$ cat src/rtl/move_best_select.sv
// Scans the all_moves list and keeps the best move: max eval for white, min eval for black.
// Optional MOVE_SELECT_AUTO_CLEAR_EN: pulse am_clear_moves after sel_done and hold off re-arm.
module move_best_select #(
  parameter int unsigned MAX_POSITIONS_LOG2 = 8,
  parameter int unsigned EVAL_WIDTH         = 24,
  parameter int unsigned UCI_WIDTH          = 16,
  parameter int unsigned RAM_LATENCY        = 2
) (
  input  logic                          clk,
  input  logic                          reset,
  input  logic                          am_moves_ready,
  input  logic [MAX_POSITIONS_LOG2-1:0] am_move_count,
  input  logic                          white_to_move_in,
  input  logic [EVAL_WIDTH-1:0]         initial_eval_in,
  input  logic [EVAL_WIDTH-1:0]         eval_in,
  input  logic [UCI_WIDTH-1:0]          uci_in,
  output logic [MAX_POSITIONS_LOG2-1:0] am_move_index,
  output logic                          am_clear_moves,
  output logic                          busy,
  output logic                          sel_done,
  output logic                          no_moves,
  output logic [MAX_POSITIONS_LOG2-1:0] best_index,
  output logic [UCI_WIDTH-1:0]          best_uci,
  output logic [EVAL_WIDTH-1:0]         best_eval
);

  localparam int unsigned IDX_W = MAX_POSITIONS_LOG2;
  localparam int unsigned CNT_W = 3;

  typedef enum logic [2:0] {
    ST_IDLE,
    ST_WAIT,
    ST_COMPARE,
    ST_DONE,
    ST_CLEAR
  } state_t;

  state_t             state_q;
  logic [IDX_W-1:0]   count_q;
  logic [IDX_W-1:0]   idx_q;
  logic [CNT_W-1:0]   wait_q;
  logic               white_q;
  logic               armed_q;
  logic               busy_q;
  logic               done_q;
  logic               no_moves_q;
  logic [IDX_W-1:0]   best_idx_q;
  logic [UCI_WIDTH-1:0]  best_uci_q;
  logic [EVAL_WIDTH-1:0] best_eval_q;

  logic better_c;
  logic last_c;
  logic holdoff_c;
  logic start_c;

  assign better_c = white_q ? ($signed(eval_in) > $signed(best_eval_q))
                            : ($signed(eval_in) < $signed(best_eval_q));
  assign last_c   = (idx_q == (count_q - IDX_W'(1)));
  assign start_c  = (state_q == ST_IDLE) && am_moves_ready && armed_q && !holdoff_c;

`ifdef MOVE_SELECT_AUTO_CLEAR_EN
  logic       clear_q;
  logic [1:0] holdoff_q;

  // Give all_moves two cycles to drop its ready after being cleared.
  always_ff @(posedge clk or posedge reset) begin
    if (reset) begin
      holdoff_q <= 2'd0;
    end else if (state_q == ST_CLEAR) begin
      holdoff_q <= 2'd2;
    end else if ((state_q == ST_IDLE) && (holdoff_q != 2'd0)) begin
      holdoff_q <= holdoff_q - 2'd1;
    end
  end

  assign holdoff_c      = (holdoff_q != 2'd0);
  assign am_clear_moves = clear_q;
`else
  assign holdoff_c      = 1'b0;
  assign am_clear_moves = 1'b0;
`endif

  // Scan FSM with registered outputs.
  always_ff @(posedge clk or posedge reset) begin
    if (reset) begin
      state_q     <= ST_IDLE;
      count_q     <= '0;
      idx_q       <= '0;
      wait_q      <= '0;
      white_q     <= 1'b0;
      armed_q     <= 1'b1;
      busy_q      <= 1'b0;
      done_q      <= 1'b0;
      no_moves_q  <= 1'b0;
      best_idx_q  <= '0;
      best_uci_q  <= '0;
      best_eval_q <= '0;
`ifdef MOVE_SELECT_AUTO_CLEAR_EN
      clear_q     <= 1'b0;
`endif
    end else begin
      done_q <= 1'b0;
`ifdef MOVE_SELECT_AUTO_CLEAR_EN
      clear_q <= 1'b0;
`endif
      // A new scan needs ready to have been seen low since the last start.
      if (!am_moves_ready) begin
        armed_q <= 1'b1;
      end

      case (state_q)
        ST_IDLE: begin
          if (start_c) begin
            armed_q <= 1'b0;
            count_q <= am_move_count;
            white_q <= white_to_move_in;
            idx_q   <= '0;
            wait_q  <= '0;
            busy_q  <= 1'b1;
            if (am_move_count == IDX_W'(0)) begin
              state_q     <= ST_DONE;
              no_moves_q  <= 1'b1;
              best_idx_q  <= '0;
              best_uci_q  <= '0;
              best_eval_q <= initial_eval_in;
            end else begin
              state_q <= ST_WAIT;
            end
          end
        end

        ST_WAIT: begin
          if (wait_q == CNT_W'(RAM_LATENCY - 1)) begin
            state_q <= ST_COMPARE;
          end else begin
            wait_q <= wait_q + CNT_W'(1);
          end
        end

        ST_COMPARE: begin
          no_moves_q <= 1'b0;
          if ((idx_q == IDX_W'(0)) || better_c) begin
            best_idx_q  <= idx_q;
            best_uci_q  <= uci_in;
            best_eval_q <= eval_in;
          end
          if (last_c) begin
            state_q <= ST_DONE;
          end else begin
            idx_q   <= idx_q + IDX_W'(1);
            wait_q  <= '0;
            state_q <= ST_WAIT;
          end
        end

        ST_DONE: begin
          done_q <= 1'b1;
          busy_q <= 1'b0;
`ifdef MOVE_SELECT_AUTO_CLEAR_EN
          state_q <= ST_CLEAR;
`else
          state_q <= ST_IDLE;
`endif
        end

`ifdef MOVE_SELECT_AUTO_CLEAR_EN
        ST_CLEAR: begin
          clear_q <= 1'b1;
          state_q <= ST_IDLE;
        end
`endif

        default: begin
          state_q <= ST_IDLE;
        end
      endcase
    end
  end

  assign am_move_index = idx_q;
  assign busy          = busy_q;
  assign sel_done      = done_q;
  assign no_moves      = no_moves_q;
  assign best_index    = best_idx_q;
  assign best_uci      = best_uci_q;
  assign best_eval     = best_eval_q;

endmodule

$ cat config.mk
export PLATFORM = sky130hd
export DESIGN_NAME = move_best_select
export DESIGN_NICKNAME = d
export VERILOG_FILES = /design/src/rtl/move_best_select.sv
export SDC_FILE = /design/constraint.sdc
export NUM_CORES = 1
export LEC_CHECK = 0
export CAP_MARGIN = 10
export CORE_ASPECT_RATIO = 0.6
export CORE_MARGIN = 3
export CORE_UTILIZATION = 45
export CTS_CLUSTER_DIAMETER = 200
export DETAILED_ROUTE_END_ITERATION = 8
export PLACE_DENSITY_LB_ADDON = 0.2
export SETUP_SLACK_MARGIN = 0.5
export SYNTH_ARGS = -nofsm -noshare
export SYNTH_HDL_FRONTEND = slang
export SYNTH_SLANG_ARGS = --single-unit
$ cat constraint.sdc
create_clock -name clk -period 2.65 [get_ports clk]
set_clock_uncertainty 0.05 [all_clocks]
set_input_delay 0.265 -clock clk [delete_from_list [all_inputs] [get_ports clk]]
set_output_delay 0.265 -clock clk [all_outputs]
set_load 0.1 [all_outputs]
* Word level (Yosys, flattened, before mapping)
Cells that the tools add are included.
Storage, ports and cells: register bits after elaboration 75, word-level logic and storage cells 78
Operators by class: $add $sub $neg 3, order comparisons 2, eq/ne operators 11, muxes and demuxes 34, reduce and logical (&&, ||, !) cells 16
Operator list (number):
- 2-to-1 mux 24 bit | 3
- 2-to-1 mux 16 bit | 3
- case mux 24 bit (2 select lines) | 1
- 2-to-1 mux 8 bit | 5
- case mux 16 bit (2 select lines) | 1
- case mux 8 bit (2 select lines) | 2
- > comparator 24 bit | 1
- < comparator 24 bit | 1
- case mux 3 bit (3 select lines) | 2
- zero test 8 bit | 2
- 2-to-1 mux 3 bit | 5
- inequality test 2 bit, second input constant | 5
- adder 8 x 1 -> 8 bit, second input constant | 1
- equality test 8 bit | 1
- 2-to-1 mux 1 bit | 8
- AND reduction 4 bit | 2
- subtractor 8 x 1 -> 8 bit, second input constant | 1
- equality test 3 x 1 -> 1 bit, second input constant | 2
- equality test 3 x 2 -> 1 bit, second input constant | 2
- AND reduction 2 bit | 3
- AND reduction 3 bit | 2
- 2-to-1 mux 2 bit | 2
- case mux 1 bit (2 select lines) | 2
- nonzero test 2 bit | 2
- other kinds (6) | 7

* Depth between registers and ports, before layout
depth after elaboration 5, depth in mapped cells 12

* Least setup slack after synthesis
Ideal clock, no wire load.
path type register to register, from register best_eval_q[23] (netlist: best_eval[23]), to register best_eval_q[0] (netlist: best_eval[0]), library setup time 0.125 ns, data arrival time 3.076 ns, data required time 2.475 ns, setup slack -0.602 ns, cell stages (with the launch flop) 12, path buffers 1, clock period less this slack 3.252 ns, cells stage by stage dfrtp_1 inv_1 ha_1 nand4_1 nor4_2 a21oi_1 o21ai_0 o21ba_2 mux2i_4 a21o_4 buf_4 o221a_1
On the way: cells in the longest elaborated chain, start to end 5, elaborated cells on any way between the ends 6, classes of those cells order compare (2); eq/ne (1); mux (1); reduce/logical (2)
Ends and longest elaborated chain:
- start, declared | RTL line 49 | logic [EVAL_WIDTH-1:0] best_eval_q;
- start signal, assigned | RTL line 125 | best_eval_q <= initial_eval_in;
- start signal, assigned | RTL line 145 | best_eval_q <= eval_in;
- < comparator 24 bit / > comparator 24 bit (equally long branches) | RTL line 57, 56
- 2-to-1 mux 1 bit * | RTL line 56 | assign better_c = white_q ? ($signed(eval_in) > $signed(best_eval_q))
- logical OR 1 bit * | RTL line 142 | if ((idx_q == IDX_W'(0)) || better_c) begin
- inequality test 2 bit (no source line) *
- AND reduction 4 bit (no source line) *
Every way passes the cells marked *; elsewhere a longest branch is shown, timed or not. A chain may end at the register's enable or synchronous reset.

* Worst setup path in the final report
from register best_eval_q[22] (netlist: best_eval[22]), to register best_idx_q[3] (netlist: best_index[3])
On the way: cells in the longest elaborated chain, start to end 5, elaborated cells on any way between the ends 6, classes of those cells order compare (2); eq/ne (1); mux (1); reduce/logical (2)
Ends and longest elaborated chain:
- < comparator 24 bit / > comparator 24 bit (equally long branches) | RTL line 57, 56
- 2-to-1 mux 1 bit * | RTL line 56
- logical OR 1 bit * | RTL line 142
- inequality test 2 bit (no source line) *
- AND reduction 4 bit (no source line) *
- end signal, assigned | RTL line 143 | best_idx_q <= idx_q;
- end, declared | RTL line 47 | logic [IDX_W-1:0] best_idx_q;
Marks and branches as above.

==> run_results.csv <==
group,metric,value,unit
power,p_leak,3.42,nW
global_route,grt_pass1_vias,5245,
layout,drive_above_1_share,30.7,%
drt,first_pass_iters,5,
global_route,grt_usage,26.9,%
drt,vias_per_cell,5.96,
critical_path,crit_arrival,2.83,ns
critical_path,critPathKind,"reg2reg",
logic_synthesis,yosysUniqueCellTypes,49,
clocking,numClockSinks,74,
logic_synthesis,synth_flop_cell,"dfrtp_1",
floorplanning,coreArea,10800,um2
clocking,cts_buffers,9,
sta,setup-violations-final,1,
clocking,insertion_delay,0.34,ns
clocking,ctsRootBufferMaster,"clkbuf_16",
sta,hold_viol_final,0,
clocking,clockBufferDepth,2,
logic_synthesis,synthesis.area,5120,um2
logic_synthesis,synth_warnings,0,
layout,fin_nets,855,
global_route,antenna_found_initial,0,
sta,slew_headroom,50.5,%
drt,drtAntennaViolNets,0,
critical_path,crit_fanout,9,
floorplanning,dieArea,12700,um2
drt,drc_errors,0,
critical_path,r2r_end,"best_index[3]",
critical_path,worstRegToRegCells,13,
placement,preCtsSetupSlack,-0.434,ns
power,total_power,11.0,mW
run_status,status,"finished, violations left",
logic_synthesis,synth_common_cells,"dfrtp_1, inv_1, nor2_1",
power,vdd_drop_max,922,uV
logic_synthesis,synth_edf_count,0,
sta,worst_pin_slew,0.743,ns
sta,tns,-0.00130,ns
logic_synthesis,synth_top_area_share,35.7,%
placement,hpwl,11.7,mm
placement,port_buffers,134,
layout,regArea,1890,um2
logic_synthesis,syn_avg_cell_area,8.71,um2
hold_path,holdCritPathClass,"in2async",
power,power.density,1450,nW/um2
logic_synthesis,yosysTopAreaCell,"dfrtp_1",
clocking,cts_tree,"done",
run,maxCapViolCount,0,
sta,fin_crit,2.65,ns
drt,drt_wl_total,17.6,mm
critical_path,end_kind,"flop",
clocking,clkTransAtPathRegs,0.06,ns
drt,num_vias,5325,
sta,rsz0062_at_grt,"true",
logic_synthesis,seq_area_frac_synth,36.2,%
layout,diodes,0,
sta,slew_violations,0,
run_status,failed_checks,"setup timing",
logic_synthesis,synth.area.top_cells,"dfrtp_1, ha_1, inv_1",
floorplanning,start_util,47.4,%
sta,max_freq,377,MHz
sta,setup_ws,-0.00130,ns
global_route,grt_overflow_total,0,
clocking,cts_hold_buffers,0,
global_route,grt_pass1_wl,27.1,mm
logic_synthesis,syn_inst,588,
drt,routedWlPerCell,19.6,um
critical_path,r2r-start,"best_eval[22]",
drt,drt_iter0_drc,406,
floorplanning,chipWidth,144,um
critical_path,cp-start-kind,"flop",
placement,gp_congestion,0.876,
logic_synthesis,syn-num-nets,693,
layout,syn_to_final_growth,48.2,%
critical_path,worstPathRequired,2.82,ns
logic_synthesis,ys_ff_latch,74,
floorplanning,die_y,88.6,um
layout,multiInputGateArea,3210,um2
clocking,h-tree-depth,3,
layout,fillCellCount,824,
floorplanning,ios,136,
critical_path,rrSetupSlack,-0.001,ns
logic_synthesis,yosysMostFrequentCell,"dfrtp_1",
sta,period_share,100,%
global_route,grt_max_degree,74,
floorplanning,fp-row-count,29,
logic_synthesis,async_flop_share,100,%
[what timing repair did]
action,in CTS,in global routing
gates resized for setup,36,26
gates cloned,3,1
buffers inserted,12,2
pin swaps,23,13
setup endpoints to repair,57,60
[worst max-delay path: stages, from the launching register on]
cell and delay [ns]:
dfrtp_2 0.37, inv_2 0.06, ha_4 0.26, nand4_1 0.13, buf_4 0.16, buf_4 0.12, buf_4 0.12, o21ai_1 0.13
o21ba_4 0.20, mux2i_4 0.20, buf_12 0.16, and3_4 0.19, buf_6 0.14, o31ai_1 0.25
[stage by stage]
step | hold slack, ns | instance area, um2 | utilization, % | std cells
floorplan | 0.254 | 5210 | - | 588
global placement | 0.413 | 6710 | 62.1 | 860
detailed placement | 0.433 | 6710 | 62.1 | 860
CTS | 0.151 | 7390 | 68.4 | 891
global route | 0.158 | 7590 | 70.2 | 894
finish | 0.148 | 7590 | 70.2 | 894
[worst max path at each step]
stage                        startpoint       endpoint
after floorplan           best_eval[23]   best_eval[0]
final                     best_eval[22]  best_index[3]
after global routing      best_eval[22]    best_uci[2]
after detailed placement    eval_in[22]   best_uci[13]
after CTS                 best_eval[22]   best_uci[13]
after global placement      eval_in[22]    best_uci[0]
[state kept, by name (all words and copies together), names as in the netlist]
name	cells
am_move_index	8
best_uci	16
wait_q	3
best_index	8
busy	1
white_q	1
no_moves	1
armed_q	1
best_eval	24
sel_done	1
state_q	2
count_q	8
[per-layer routing]
layer	up-vias	GRT usage (%)	share of wire, %
li1	2450	-	-
met1	2584	39.0	46
met2	272	40.4	45
met3	19	7.07	9.1
met4	0	6.67	0.80
met5	-	0	0
[kinds of logic after synthesis]
| group | Yosys count | synth area share, % |
|---|---|---|
| fa+ha+maj | 29 | 7.09 |
| xor+xnor | 16 | 2.74 |
| flops | 74 | 36.2 |
| compound gates | 163 | 22.3 |
| mux | 9 | 2.42 |
| buf+inv | 102 | 8.65 |
| simple gates | 194 | 20.6 |
| other cells | 1 | 0.0732 |
[placed cells by master, fill, tap and decap left out, types with 6 or more instances in the layout]
cell type | Yosys | layout
buf_4 | 9 | 105
clkdlybuf4s50_1 | 0 | 71
inv_1 | 56 | 50
dfrtp_1 | 73 | 45
nor2_1 | 43 | 42
o21ai_0 | 38 | 32
nand2_1 | 33 | 29
dfrtp_2 | 0 | 28
nor2b_1 | 28 | 27
and3_1 | 26 | 25
a31oi_1 | 33 | 25
ha_1 | 29 | 22
o31ai_1 | 23 | 21
nand4_1 | 20 | 20
o211ai_1 | 15 | 15
or3_1 | 15 | 15
xnor2_1 | 14 | 14
o211a_1 | 14 | 14
a21oi_1 | 17 | 12
clkbuf_16 | 0 | 10
mux2_2 | 7 | 7
ha_4 | 0 | 7
buf_6 | 3 | 7
o221a_1 | 6 | 6
nor3_1 | 10 | 6
buf_12 | 0 | 6
[area by class of cell]
class / instances / share of cell area [%]
Clock buffer: 11 / 3.07
Clock inverter: 5 / 1.37
Inverter: 56 / 2.82
Multi-Input combinational cell: 415 / 42.3
Sequential cell: 74 / 24.9
Tap cell: 139 / 2.29
Timing Repair Buffer: 194 / 23.3
[report_power, final]
part	total, mW	internal, mW	switching (mW)
logic	7.53	2.47	5.06
clock network	1.42	0.921	0.496
registers	2.05	1.61	0.440
(Power assumes the default switching activity.)
